==> src/rtl/tmfir_sequencer.sv <==
// Valid/ready front-end and back-end controller for the time-multiplexed FIR core:
// one sample in, start/enable sequencing for M core cycles, one-entry result buffer out.
module tmfir_sequencer #(
  parameter int M    = 3,
  parameter int WIN  = 12,
  parameter int WOUT = 12,
  parameter int LML  = 4
) (
  input  logic            CLK,
  input  logic            RSTN,
  input  logic            s_valid,
  output logic            s_ready,
  input  logic [WIN-1:0]  s_data,
  output logic            fir_start,
  output logic            fir_en,
  output logic [WIN-1:0]  fir_in,
  input  logic [WOUT-1:0] fir_out,
  output logic            m_valid,
  input  logic            m_ready,
  output logic [WOUT-1:0] m_data,
  output logic            busy
);

  typedef enum logic [1:0] {IDLE, LOAD, RUN, CAPT} state_t;

  localparam logic [LML-1:0] PHASE_LAST = LML'(M - 1);

  state_t                 state;
  state_t                 state_nxt;
  logic [LML-1:0]         phase;
  logic [LML-1:0]         phase_nxt;
  logic signed [WIN-1:0]  sample_p0;
  logic                   accept;
  logic                   capture;
  logic                   drain;

  assign drain  = m_valid & m_ready;
  assign fir_in = sample_p0;

  always_ff @(posedge CLK or negedge RSTN) begin
    if (!RSTN) begin
      state <= IDLE;
      phase <= '0;
    end else begin
      state <= state_nxt;
      phase <= phase_nxt;
    end
  end

  // Core control decodes straight from the state, so an asynchronous reset
  // drops start/enable in the same instant it returns the FSM to IDLE.
  always_comb begin
    state_nxt = state;
    phase_nxt = phase;
    s_ready   = 1'b0;
    fir_start = 1'b0;
    fir_en    = 1'b0;
    busy      = 1'b1;
    accept    = 1'b0;
    capture   = 1'b0;
    case (state)
      IDLE: begin
        s_ready = 1'b1;
        busy    = 1'b0;
        accept  = s_valid;
        if (s_valid) state_nxt = LOAD;
      end
      LOAD: begin
        fir_start = 1'b1;
        phase_nxt = '0;
        state_nxt = RUN;
      end
      RUN: begin
        fir_en    = 1'b1;
        phase_nxt = phase + 1'b1;
        if (phase == PHASE_LAST) state_nxt = CAPT;
      end
      CAPT: begin
        // Enable stays low here, so the core keeps its accumulator while we stall.
        if (!m_valid || m_ready) begin
          capture   = 1'b1;
          state_nxt = IDLE;
        end
      end
      default: state_nxt = IDLE;
    endcase
  end

  // ---- stage p0: sample register feeding the core ----
  always_ff @(posedge CLK or negedge RSTN) begin
    if (!RSTN) begin
      sample_p0 <= '0;
    end else if (accept) begin
      sample_p0 <= s_data;
    end
  end

  // ---- output buffer: a capture in the drain cycle keeps m_valid high ----
  always_ff @(posedge CLK or negedge RSTN) begin
    if (!RSTN) begin
      m_valid <= 1'b0;
      m_data  <= '0;
    end else if (capture) begin
      m_valid <= 1'b1;
      m_data  <= fir_out;
    end else if (drain) begin
      m_valid <= 1'b0;
    end
  end

endmodule
==> config.mk <==
export PLATFORM = sky130hd
export DESIGN_NAME = tmfir_sequencer
export DESIGN_NICKNAME = d
export VERILOG_FILES = /design/src/rtl/tmfir_sequencer.sv
export SDC_FILE = /design/constraint.sdc
export NUM_CORES = 1
export LEC_CHECK = 0
export ABC_AREA = 1
export CAP_MARGIN = 10
export CORE_MARGIN = 2
export CORE_UTILIZATION = 42
export CTS_CLUSTER_SIZE = 16
export DETAILED_ROUTE_END_ITERATION = 8
export HOLD_SLACK_MARGIN = 0.05
export PLACE_DENSITY = 0.79
export SLEW_MARGIN = 20
export SYNTH_ARGS = -nofsm -noshare
export SYNTH_HDL_FRONTEND = slang
export SYNTH_SLANG_ARGS = --single-unit
export TNS_END_PERCENT = 10
==> constraint.sdc <==
create_clock -name CLK -period 2 [get_ports CLK]
set_clock_uncertainty 0.15 [all_clocks]
set_input_delay 0.3 -clock CLK [delete_from_list [all_inputs] [get_ports CLK]]
set_output_delay 0.3 -clock CLK [all_outputs]
set_load 0.02 [all_outputs]
Yosys cells after proc, flatten, opt, wreduce, memory -nomap -nowiden
Cells that the tools add are included.

Word-level logic and storage cells: 34. Output and inout bits: 29. Input port bits: 28. Bits in registers: 31.

Reductions and logical operators: 6. Bitwise gates (word level): 1. Multiplexer cells: 14. Eq/ne operators: 7. $add $sub $neg: 1.

Operators by type and width (number): $mux W1 (9); $pmux W2 S4 (1); $pmux W4 S2 (1); $mux W2 (3); $ne A2 B2 Y1 const B (3); $add A4 B1 Y4 const B (1); $eq A2 B2 Y1 const B (2); $eq A4 B2 Y1 const B (1); $reduce_bool A2 Y1 (2); $reduce_and A3 Y1 (1); $eq A2 B1 Y1 const B (1); $logic_not A2 Y1 (1); $and A1 B1 Y1 (1); $logic_not A1 Y1 (1); $logic_or A1 B1 Y1 (1).

Depth between registers and ports, before layout
Gate-level depths: netlist of the first run.

Depth after elaboration: 5. Gate-level depth with buffers: 8. Depth with buffers taken out: 8.

Least setup slack after synthesis of the first run
Ideal clock, no wire load.

Path kind: reg-to-reg. Start: register state[0]. End: register sample_p0[10], in the netlist fir_in[10]. Stages on the path, launching flop included: 6. Arrival time: 1.365 ns. Path buffers: 1. Period minus slack after synthesis: 1.640 ns. Slack: 0.360 ns. Cell sequence: dfrtp_1 -> inv_1 -> ha_1 -> nand2_2 -> buf_6 -> mux2_4.

Longest elaborated chain between the ends: 2.

RTL lines: start: declaration (RTL line 28) `state_t state;`; start signal: assignment (RTL line 45) `state <= state_nxt;`; $logic_not A2 Y1 (RTL line 61) `case (state)`; $mux W1 (RTL line 61); end signal: assignment (RTL line 94) `sample_p0 <= s_data;`; end: declaration (RTL line 32) `logic signed [WIN-1:0] sample_p0;`.

Every way passes these cells. A chain may end at the register's enable or synchronous reset.

Worst setup path in the final report of the first run
Start: register state[0]. End: output fir_en.

Longest elaborated chain between the ends: 2.

RTL lines: $eq A2 B2 Y1 (RTL line 61); $mux W1 (RTL line 61); end: declaration (RTL line 15) `output logic fir_en,`.

Every way passes these cells.

==> impl_metrics.csv, run 1 <==
group,metric,value,unit
finish,n_antenna_cell,0,
floorplan,start_util,44.7,%
pwr,p_int,0.00201,W
placed_design,dp_cells,228,
floorplan,core_area,3080,um2
critical_path,crit_path_end,"fir_en",
critical_path,worstPathMaxFanout,6,
critical_path,arrival,1.48,ns
critical_path,r2r_end,"m_data[2]",
synth,synth-seq-cells,31,
pwr,p_sw_share,39.7,%
pwr,sequentialPowerShare,32.9,%
flow_run,maxCapViolCount,0,
synth,synth.area.top_cells,"dfrtp_1 56%, mux2_4 11%, nand2_1 11%, nand3_1 5.8%, ha_1 5.5%",
clocking,clockBufferDepth,2,
placed_design,dpl.hpwl,2260,um
critical_path,start_kind,"flip-flop",
pwr,p_leak,1.00,nW
critical_path,required,1.55,ns
synth,syn_inst,130,
pwr,pwr-share-comb,55.0,%
clocking,cts_setup_buffers,0,
critical_path,worst_path_largest_cell_delay,0.43,ns
clocking,cts_tree,"done",
min_path,min-delay-path-class,"primary input to async pin",
drt,wl_per_cell,13.1,um
finish,nFillCells,256,
global_route,antenna_found_initial,0,
sta,drv_slew,0,
global_route,grt_max_degree,32,
synth,synth_seq_area_share,56.4,%
synth,yosys_warnings,0,
global_route,track_usage,18.4,%
drt,drt_iter0_drc,26,
drt,wirelength,3080,um
drt,first_pass_iters,4,
sta,maxSlewHeadroom,66.5,%
critical_path,r2r_setup_slack,0.21,ns
finish,syn_to_final_growth,48.3,%
clocking,path_clk_slew,0.09,ns
pwr,p_switching,0.00133,W
global_route,grt_first_pass_wirelength,5010,um
sta,fmax,0.517,GHz
drt,drtAntennaViolNets,0,
placed_design,portBuffers,56,
finish,nets,225,
critical_path,startpoint,"state[0]",
sta,hold_viol,0,
synth,yosys.area_share.simple,19.2,%
floorplan,die_w,61.2,um
synth,yosys.area.top_type,"dfrtp_1",
critical_path,crit_path_top_delay_cell,"dfrtp_1",
clocking,htree_levels,2,
synth,synth_top_area_share,56.4,%
status,status,"completed",
drt,vias,1119,
synth,synth_xor_xnor_area_share,0,%
clocking,worstSkewPairLatency,0.32,ns
synth,synthMuxAreaShare,12.6,%
drt,vias_per_cell,4.74,
clocking,cts_made_buffers,5,
sta,rsz0062_at_grt,"yes",
sta,finalCriticalPeriod,1.93,ns
synth,netlist_area,1380,um2
clocking,cts-root-buf,"clkbuf_4",
synth,avgSynthCellArea,10.6,um2
synth,synthAdderAreaFrac,5.46,%
floorplan,fp-row-count,20,
clocking,cts.sinks,31,
finish,final_util,66.3,%
pwr,ir_drop,0.000873,V
critical_path,cp-end-kind,"primary output",
synth,synth_compound_area_share,1.73,%
floorplan,die-area,3750,um2
drt,drc,0,
critical_path,reg2reg_depth,4,
sta,setup_violations,0,
finish,final_area,2040,um2
finish,drive_gt1_share,12.5,%
critical_path,crit_chain,"inv_1, ha_1, dlygate4sd2_1",
sta,tightestPinTransition,0.502,ns
critical_path,r2r-start,"state[0]",
synth,synth_top_family_by_area,"simple AND/OR/NAND/NOR gates",
pwr,powerDensity,1640,nW/um2
floorplan,io_pins,57,
global_route,grt_overflow_total,0,
global_route,first_global_vias,1216,
clocking,hold_buffers,0,
finish,post_layout_nonfiller_instances,236,
pwr,p_total,0.00334,W
pwr,pwr-share-clk,12.2,%
sta,hold_ws,0.204,ns
synth,syn-num-nets,164,
floorplan,die_y,61.2,um
placed_design,placed_area,1980,um2
sta,period_share,96.6,%
synth,synthDistinctLibCells,17,
critical_path,setup.worst_path.class,"flip-flop to primary output",
placed_design,place_congestion,0.769,
==> synth_stat cells, drive strengths merged <==
cell type	count
nor3	2
nor2	3
or2	1
mux2	12
o22ai	1
ha	6
nand2	41
o21ai	1
inv	10
a21boi	1
dfrtp	31
nand3	16
a21oi	1
buf	4
==> layout by cell type, fill, tap and decap left out, drive strengths merged <==
master,netlist,final
clkbuf,0,9
o22ai,1,1
nor3,2,2
a21oi,1,1
nand2,41,41
nor2,3,3
dfrtp,31,31
dlygate4sd2,0,3
o21ai,1,1
clkdlybuf4s50,0,52
a21boi,1,1
or2,1,1
buf,4,2
nand3,16,16
inv,10,10
ha,6,6
mux2,12,12
==> flip-flops by register name, summed over array words and instances, names as in the netlist <==
register	count
fir_in	12
m_data	12
phase	4
state	2
m_valid	1
==> critical path, delay by kind of cell (launching register included) <==
family / cells / cell delay (ns)
adders and majority gates: 1 / 0.27
DFF: 1 / 0.43
buffers and inverters: 2 / 0.47
==> power by group through the flow <==
stage	logic (W)	registers (W)	clock network, W
2_1_floorplan	0.000789	0.00139	0
3_5_place_dp	0.00186	0.00111	0
5_1_grt	0.00199	0.00113	0.000446
4_1_cts	0.00185	0.00110	0.000419
3_3_place_gp	0.00182	0.00108	0
6_report	0.00183	0.00110	0.000406
==> stage by stage <==
step / setup slack (ns) / TNS [ns]
finish: 0.0672 / 0
global route: -0.00973 / -0.00973
CTS: 0.0439 / 0
detailed placement: 0.146 / 0
global placement: 0.205 / 0
floorplan: 0.360 / 0
==> worst min path at each step <==
stage	from	to	slack, ns	cells after the start
3_5_place_dp	m_data[10]	m_data[10]	0.31	2
6_report	RSTN	m_data[1]	0.20	2
3_3_place_gp	m_data[9]	m_data[9]	0.31	2
2_1_floorplan	RSTN	fir_in[0]	-0.15	0
4_1_cts	RSTN	m_data[1]	0.21	2
5_1_grt	RSTN	fir_in[11]	0.24	2
==> layout make-up <==
type / count / area [um2] / share of cell area (%)
Sequential cell: 31 / 776 / 38.0
Timing Repair Buffer: 58 / 567 / 27.8
Multi-Input combinational cell: 85 / 536 / 26.3
Clock buffer: 8 / 68.8 / 3.37
Tap cell: 44 / 55.1 / 2.70
Inverter: 10 / 37.5 / 1.84
==> per-layer routing <==
layer	share of wire [%]	vias up	GRT usage (%)
li1	-	540	-
met3	7.0	6	7.56
met5	0	-	0
met2	49	44	30.1
met4	1.2	0	7.76
met1	43	529	21.4
==> timing repair <==
item                                    4_1_cts  5_1_grt
pin swaps                                     0        0
endpoints found under the setup margin        4        2
gates resized for setup                       4        2
==> cells by family (layout without fill, tap and decap cells) <==
group,after synthesis,after routing
buffers and inverters,14,76
AOI/OAI and AO/OA,4,4
and+or+nand+nor,63,63
muxes,12,12
DFF,31,31
adders and majority gates,6,6
Power figures use the tool's default switching activity.
==> run 2: changes to the inputs <==
--- a/config.mk
+++ b/config.mk
@@ -12,7 +12,7 @@
 export CTS_CLUSTER_SIZE = 16
 export DETAILED_ROUTE_END_ITERATION = 8
 export HOLD_SLACK_MARGIN = 0.05
-export PLACE_DENSITY = 0.79
+export PLACE_DENSITY = 0.77
 export SLEW_MARGIN = 20
 export SYNTH_ARGS = -nofsm -noshare
 export SYNTH_HDL_FRONTEND = slang
==> run 2 against run 1 <==
  * Non-clock buffer count did not move
  * Flip-flop and latch count did not move
  * Worst setup slack improved by 0.055 ns
  * Fmax rose by 2.9%
  * Sequential share of layout area barely moved
  * Cell area barely moved
  * Core utilization barely moved
  * Combinational power barely moved
  * Via count fell by 1.8%
  * Largest cell class unchanged
==> impl_metrics.csv, run 2 (synthesis results as in run 1) <==
group,metric,value,unit
critical_path,arrival,1.43,ns
finish,nets,225,
floorplan,die_w,61.2,um
flow_run,maxCapViolCount,0,
clocking,cts_setup_buffers,0,
critical_path,start_kind,"flip-flop",
drt,drc,0,
clocking,hold_buffers,0,
floorplan,die_y,61.2,um
drt,first_pass_iters,4,
min_path,min-delay-path-class,"primary input to async pin",
floorplan,core_area,3080,um2
drt,wirelength,2860,um
clocking,cts-root-buf,"clkbuf_4",
global_route,antenna_found_initial,0,
critical_path,reg2reg_depth,4,
finish,final_cell_mix,"52 x clkdlybuf4s50_1, 40 x nand2_1, 31 x dfrtp_1",
clocking,post_cts_resize_count,4,
global_route,grt_first_pass_wirelength,4550,um
sta,hold_viol,0,
global_route,grt_max_degree,32,
drt,drt_iter0_drc,36,
sta,finalCriticalPeriod,1.88,ns
clocking,cts.sinks,31,
drt,vias,1099,
critical_path,crit_buf_inv,2,
floorplan,start_util,44.7,%
sta,rsz0062_at_grt,"no",
clocking,path_clk_slew,0.09,ns
global_route,grt_use_met1,18.9,%
sta,tightestPinTransition,0.473,ns
global_route,met3_usage,6.09,%
critical_path,worst_path_largest_cell_delay,0.42,ns
finish,syn_to_final_growth,48.4,%
clocking,worstSkewPairLatency,0.31,ns
critical_path,crit_chain,"inv_1, ha_1, dlygate4sd2_1",
floorplan,fp-row-count,20,
clocking,cts_tree,"done",
drt,wl_per_cell,12.1,um
critical_path,crit_family,"buffers and inverters",
sta,drv_slew,0,
critical_path,r2r-start,"state[0]",
drt,drtAntennaViolNets,0,
drt,vias_per_cell,4.66,
pwr,p_total,0.00330,W
sta,fmax,0.533,GHz
pwr,ir_drop,0.000915,V
placed_design,portBuffers,56,
clocking,htree_levels,2,
placed_design,dpl.hpwl,2180,um
critical_path,cp-end-kind,"primary output",
critical_path,setup.worst_path.class,"flip-flop to primary output",
pwr,p_leak,1.00,nW
critical_path,startpoint,"state[0]",
critical_path,worstPathMaxFanout,5,
critical_path,crit_path_top_delay_cell,"dfrtp_1",
finish,n_antenna_cell,0,
sta,setup_tns,0,ns
clocking,cts_made_buffers,5,
global_route,first_global_vias,1089,
critical_path,required,1.55,ns
floorplan,io_pins,57,
floorplan,die-area,3750,um2
pwr,powerDensity,1620,nW/um2
global_route,grtUsageMet2,28.4,%
placed_design,place_congestion,0.701,
sta,maxSlewHeadroom,68.5,%
status,status,"completed",
critical_path,path_depth,3,
finish,final_common_cell,"clkdlybuf4s50_1",
clocking,clockBufferDepth,2,
finish,drive_gt1_share,12.5,%
global_route,grt_overflow_total,0,
sta,period_share,93.9,%
global_route,track_usage,16.7,%
global_route,grt-busiest-layer,"met2",
sta,setup_violations,0,
-- run 2: path summary, 6_finish.rpt --
check,end,slack [ns]
setup reg to reg,m_data[9],0.27
max in group asynchronous,m_data[6],1.21
setup / recovery,s_ready,0.12
min in group CLK,m_data[7],0.33
hold reg to reg,m_data[7],0.33
hold / removal,m_data[2],0.21
-- run 2: power by group --
group	switching, W	internal [W]
clock	0.000190	0.000207
combinational	0.000926	0.000884
sequential	0.000172	0.000922
-- run 2: metal layers --
metal | vias to the layer above | part of all wire (%)
met1 | 523 | 43
met2 | 30 | 50
met5 | - | 0
li1 | 537 | -
met3 | 9 | 4.5
met4 | 0 | 2.1
-- run 2: metrics by stage --
step / setup WS [ns] / utilization [%] / cells / hold WS, ns / instance area, um2
after floorplan: 0.360 / - / 130 / -0.146 / 1380
after global placement: 0.197 / 64.3 / 228 / 0.306 / 1980
after detailed placement: 0.144 / 64.3 / 228 / 0.312 / 1980
after CTS: 0.0620 / 66.4 / 236 / 0.217 / 2040
after global routing: 0.00612 / 66.3 / 236 / 0.235 / 2040
final: 0.122 / 66.3 / 236 / 0.207 / 2040
-- run 2: final cells by class --
type | instances | area (um2)
well taps | 44 | 55.1
inverters | 10 | 37.5
multi-input cells | 85 | 536
repair buffers | 58 | 568
fillers | 264 | 1040
flip-flops and latches | 31 | 776
clock buffers | 8 | 68.8
==> run 3: changes to the inputs <==
--- a/config.mk
+++ b/config.mk
@@ -8,11 +8,12 @@
 export ABC_AREA = 1
 export CAP_MARGIN = 10
 export CORE_MARGIN = 2
-export CORE_UTILIZATION = 42
+export CORE_UTILIZATION = 44
 export CTS_CLUSTER_SIZE = 16
 export DETAILED_ROUTE_END_ITERATION = 8
 export HOLD_SLACK_MARGIN = 0.05
-export PLACE_DENSITY = 0.77
+export PLACE_DENSITY = 0.8
+export REMOVE_ABC_BUFFERS = 1
 export SLEW_MARGIN = 20
 export SYNTH_ARGS = -nofsm -noshare
 export SYNTH_HDL_FRONTEND = slang
==> constraint.sdc (replaced) <==
create_clock -name CLK -period 2.2 [get_ports CLK]
set_clock_uncertainty 0.15 [all_clocks]
set_input_delay 0.33 -clock CLK [delete_from_list [all_inputs] [get_ports CLK]]
set_output_delay 0.33 -clock CLK [all_outputs]
set_load 0.02 [all_outputs]
==> run 3 against run 2 <==
  * Register-to-register slack better by 0.16 ns
  * Clock power up 14%
  * Critical endpoint is now fir_start
  * Critical path depth unchanged
  * Sequential power down 7%
  * Core utilization up 1.9 points
  * Non-clock buffer count unchanged
  * Worst setup slack better by 0.0084 ns
  * First-iteration DRC count up 81%
  * Largest cell class unchanged
  * Die area down 4.2%
  * Critical path type unchanged
  * Highest routed layer unchanged
==> impl_metrics.csv, run 3 (synthesis results as in run 1) <==
group,metric,value,unit
status,status,"completed",
sta,tightestPinTransition,0.475,ns
floorplan,die_w,59.9,um
critical_path,cp-end-kind,"primary output",
clocking,cts_tree,"done",
clocking,path_clk_slew,0.10,ns
placed_design,portBuffers,56,
floorplan,die_y,59.9,um
drt,vias,1128,
placed_design,placed_area,1970,um2
placed_design,pre_cts_slack,0.299,ns
placed_design,dpl.hpwl,2440,um
clocking,cts.sinks,31,
pwr,powerDensity,1530,nW/um2
drt,wirelength,3150,um
flow_run,maxCapViolCount,0,
pwr,ir_drop,0.000760,V
pwr,p_leak,1.01,nW
floorplan,core_area,3000,um2
global_route,antenna_found_initial,0,
global_route,grt_first_pass_wirelength,5260,um
clocking,htree_levels,2,
finish,drive_gt1_share,12.5,%
drt,drt_iter0_drc,65,
critical_path,worst_path_largest_cell_delay,0.59,ns
sta,period_share,94.1,%
critical_path,required,1.72,ns
global_route,first_global_vias,1218,
critical_path,path_depth,3,
clocking,clockBufferDepth,2,
critical_path,worstPathMaxFanout,4,
min_path,min-delay-path-class,"primary input to async pin",
clocking,worstSkewPairLatency,0.32,ns
critical_path,setup.worst_path.class,"flip-flop to primary output",
drt,drc,0,
drt,drtAntennaViolNets,0,
sta,rsz0062_at_grt,"no",
floorplan,die-area,3590,um2
sta,setup_violations,0,
drt,wl_per_cell,14.0,um
critical_path,r2r-start,"state[0]",
clocking,cts-root-buf,"clkbuf_4",
sta,setup_tns,0,ns
finish,final_area,2050,um2
critical_path,arrival,1.59,ns
pwr,p_total,0.00313,W
placed_design,place_congestion,0.765,
critical_path,reg2reg_depth,4,
sta,setup_ws,0.131,ns
clocking,cts_setup_buffers,0,
clocking,cts_made_buffers,5,
floorplan,io_pins,57,
sta,fmax,0.483,GHz
finish,nets,225,
critical_path,r2r_setup_slack,0.43,ns
sta,hold_viol,0,
finish,final_common_cell,"clkdlybuf4s50_1",
sta,drv_slew,0,
drt,vias_per_cell,5.01,
finish,syn_to_final_growth,49.0,%
sta,maxSlewHeadroom,68.3,%
critical_path,crit_chain,"inv_1, ha_1, clkdlybuf4s50_1",
critical_path,start_kind,"flip-flop",
floorplan,fp-row-count,20,
sta,finalCriticalPeriod,2.07,ns
critical_path,crit_buf_inv,2,
global_route,track_usage,19.8,%
critical_path,r2r_end,"m_data[10]",
floorplan,start_util,45.8,%
critical_path,crit_path_top_delay_cell,"clkdlybuf4s50_1",
sta,hold_ws,0.244,ns
drt,first_pass_iters,4,
critical_path,crit_family,"buffers and inverters",
global_route,grt_max_degree,32,
global_route,grt_overflow_total,0,
finish,n_antenna_cell,0,
finish,final_cell_mix,"53 x clkdlybuf4s50_1, 40 x nand2_1, 31 x dfrtp_1",
run 3: changes by cell type in the layout (fill, tap and decap cells not counted), sizes merged:
| cell | delta |
|---|---|
| clkbuf | -3 |
| bufinv | +1 |
| clkdlybuf4s15 | -1 |
| clkdlybuf4s50 | +1 |
| clkinv | +1 |
| dlygate4sd2 | +1 |
run 3: worst reg2reg max path, cell delays in order, from the launching register on:
cell and delay [ns]:
dfrtp_1 0.42, ha_1 0.48, nand2_1 0.39, nand2_1 0.15
nand2_1 0.08
run 3: layout make-up:
type	instances	area, um2
sequential	31	776
timing repair buffer	58	572
clock buffer	6	51.3
clock inverter	2	35.0
fill	249	955
multi-input combinational	85	536
inverter	10	37.5
tap	33	41.3
run 3: per-layer routing:
layer	vias to the layer above	global-route usage [%]	share of wire, %
met1	528	23.2	41
met2	55	33.4	48
met5	-	0	0
li1	540	-	-
met3	5	8.23	9.3
met4	0	5.40	1.5
run 3: repair_timing:
item,CTS,global route
resized for setup,3,0
hold buffers,0,0
setup endpoints to repair,3,0
run 3: worst max-delay path by stage:
stage	from	endpoint	slack, ns
final	state[1]	fir_start	0.13
after global routing	state[1]	fir_start	0.05
after floorplan	state[0]	fir_in[10]	0.51
after CTS	state[1]	fir_start	0.11
after global placement	state[0]	fir_en	0.38
after detailed placement	state[1]	s_ready	0.30
run 3: power by group:
part / internal [W] / switching [W]
Sequential: 0.000838 / 0.000174
Clock: 0.000268 / 0.000184
Combinational: 0.000812 / 0.000858
run 3: stage by stage:
stage	std cells	util, %
after floorplan	126	-
final	225	68.2
after CTS	225	68.2
after global routing	225	68.2
after detailed placement	217	65.5
after global placement	217	65.5
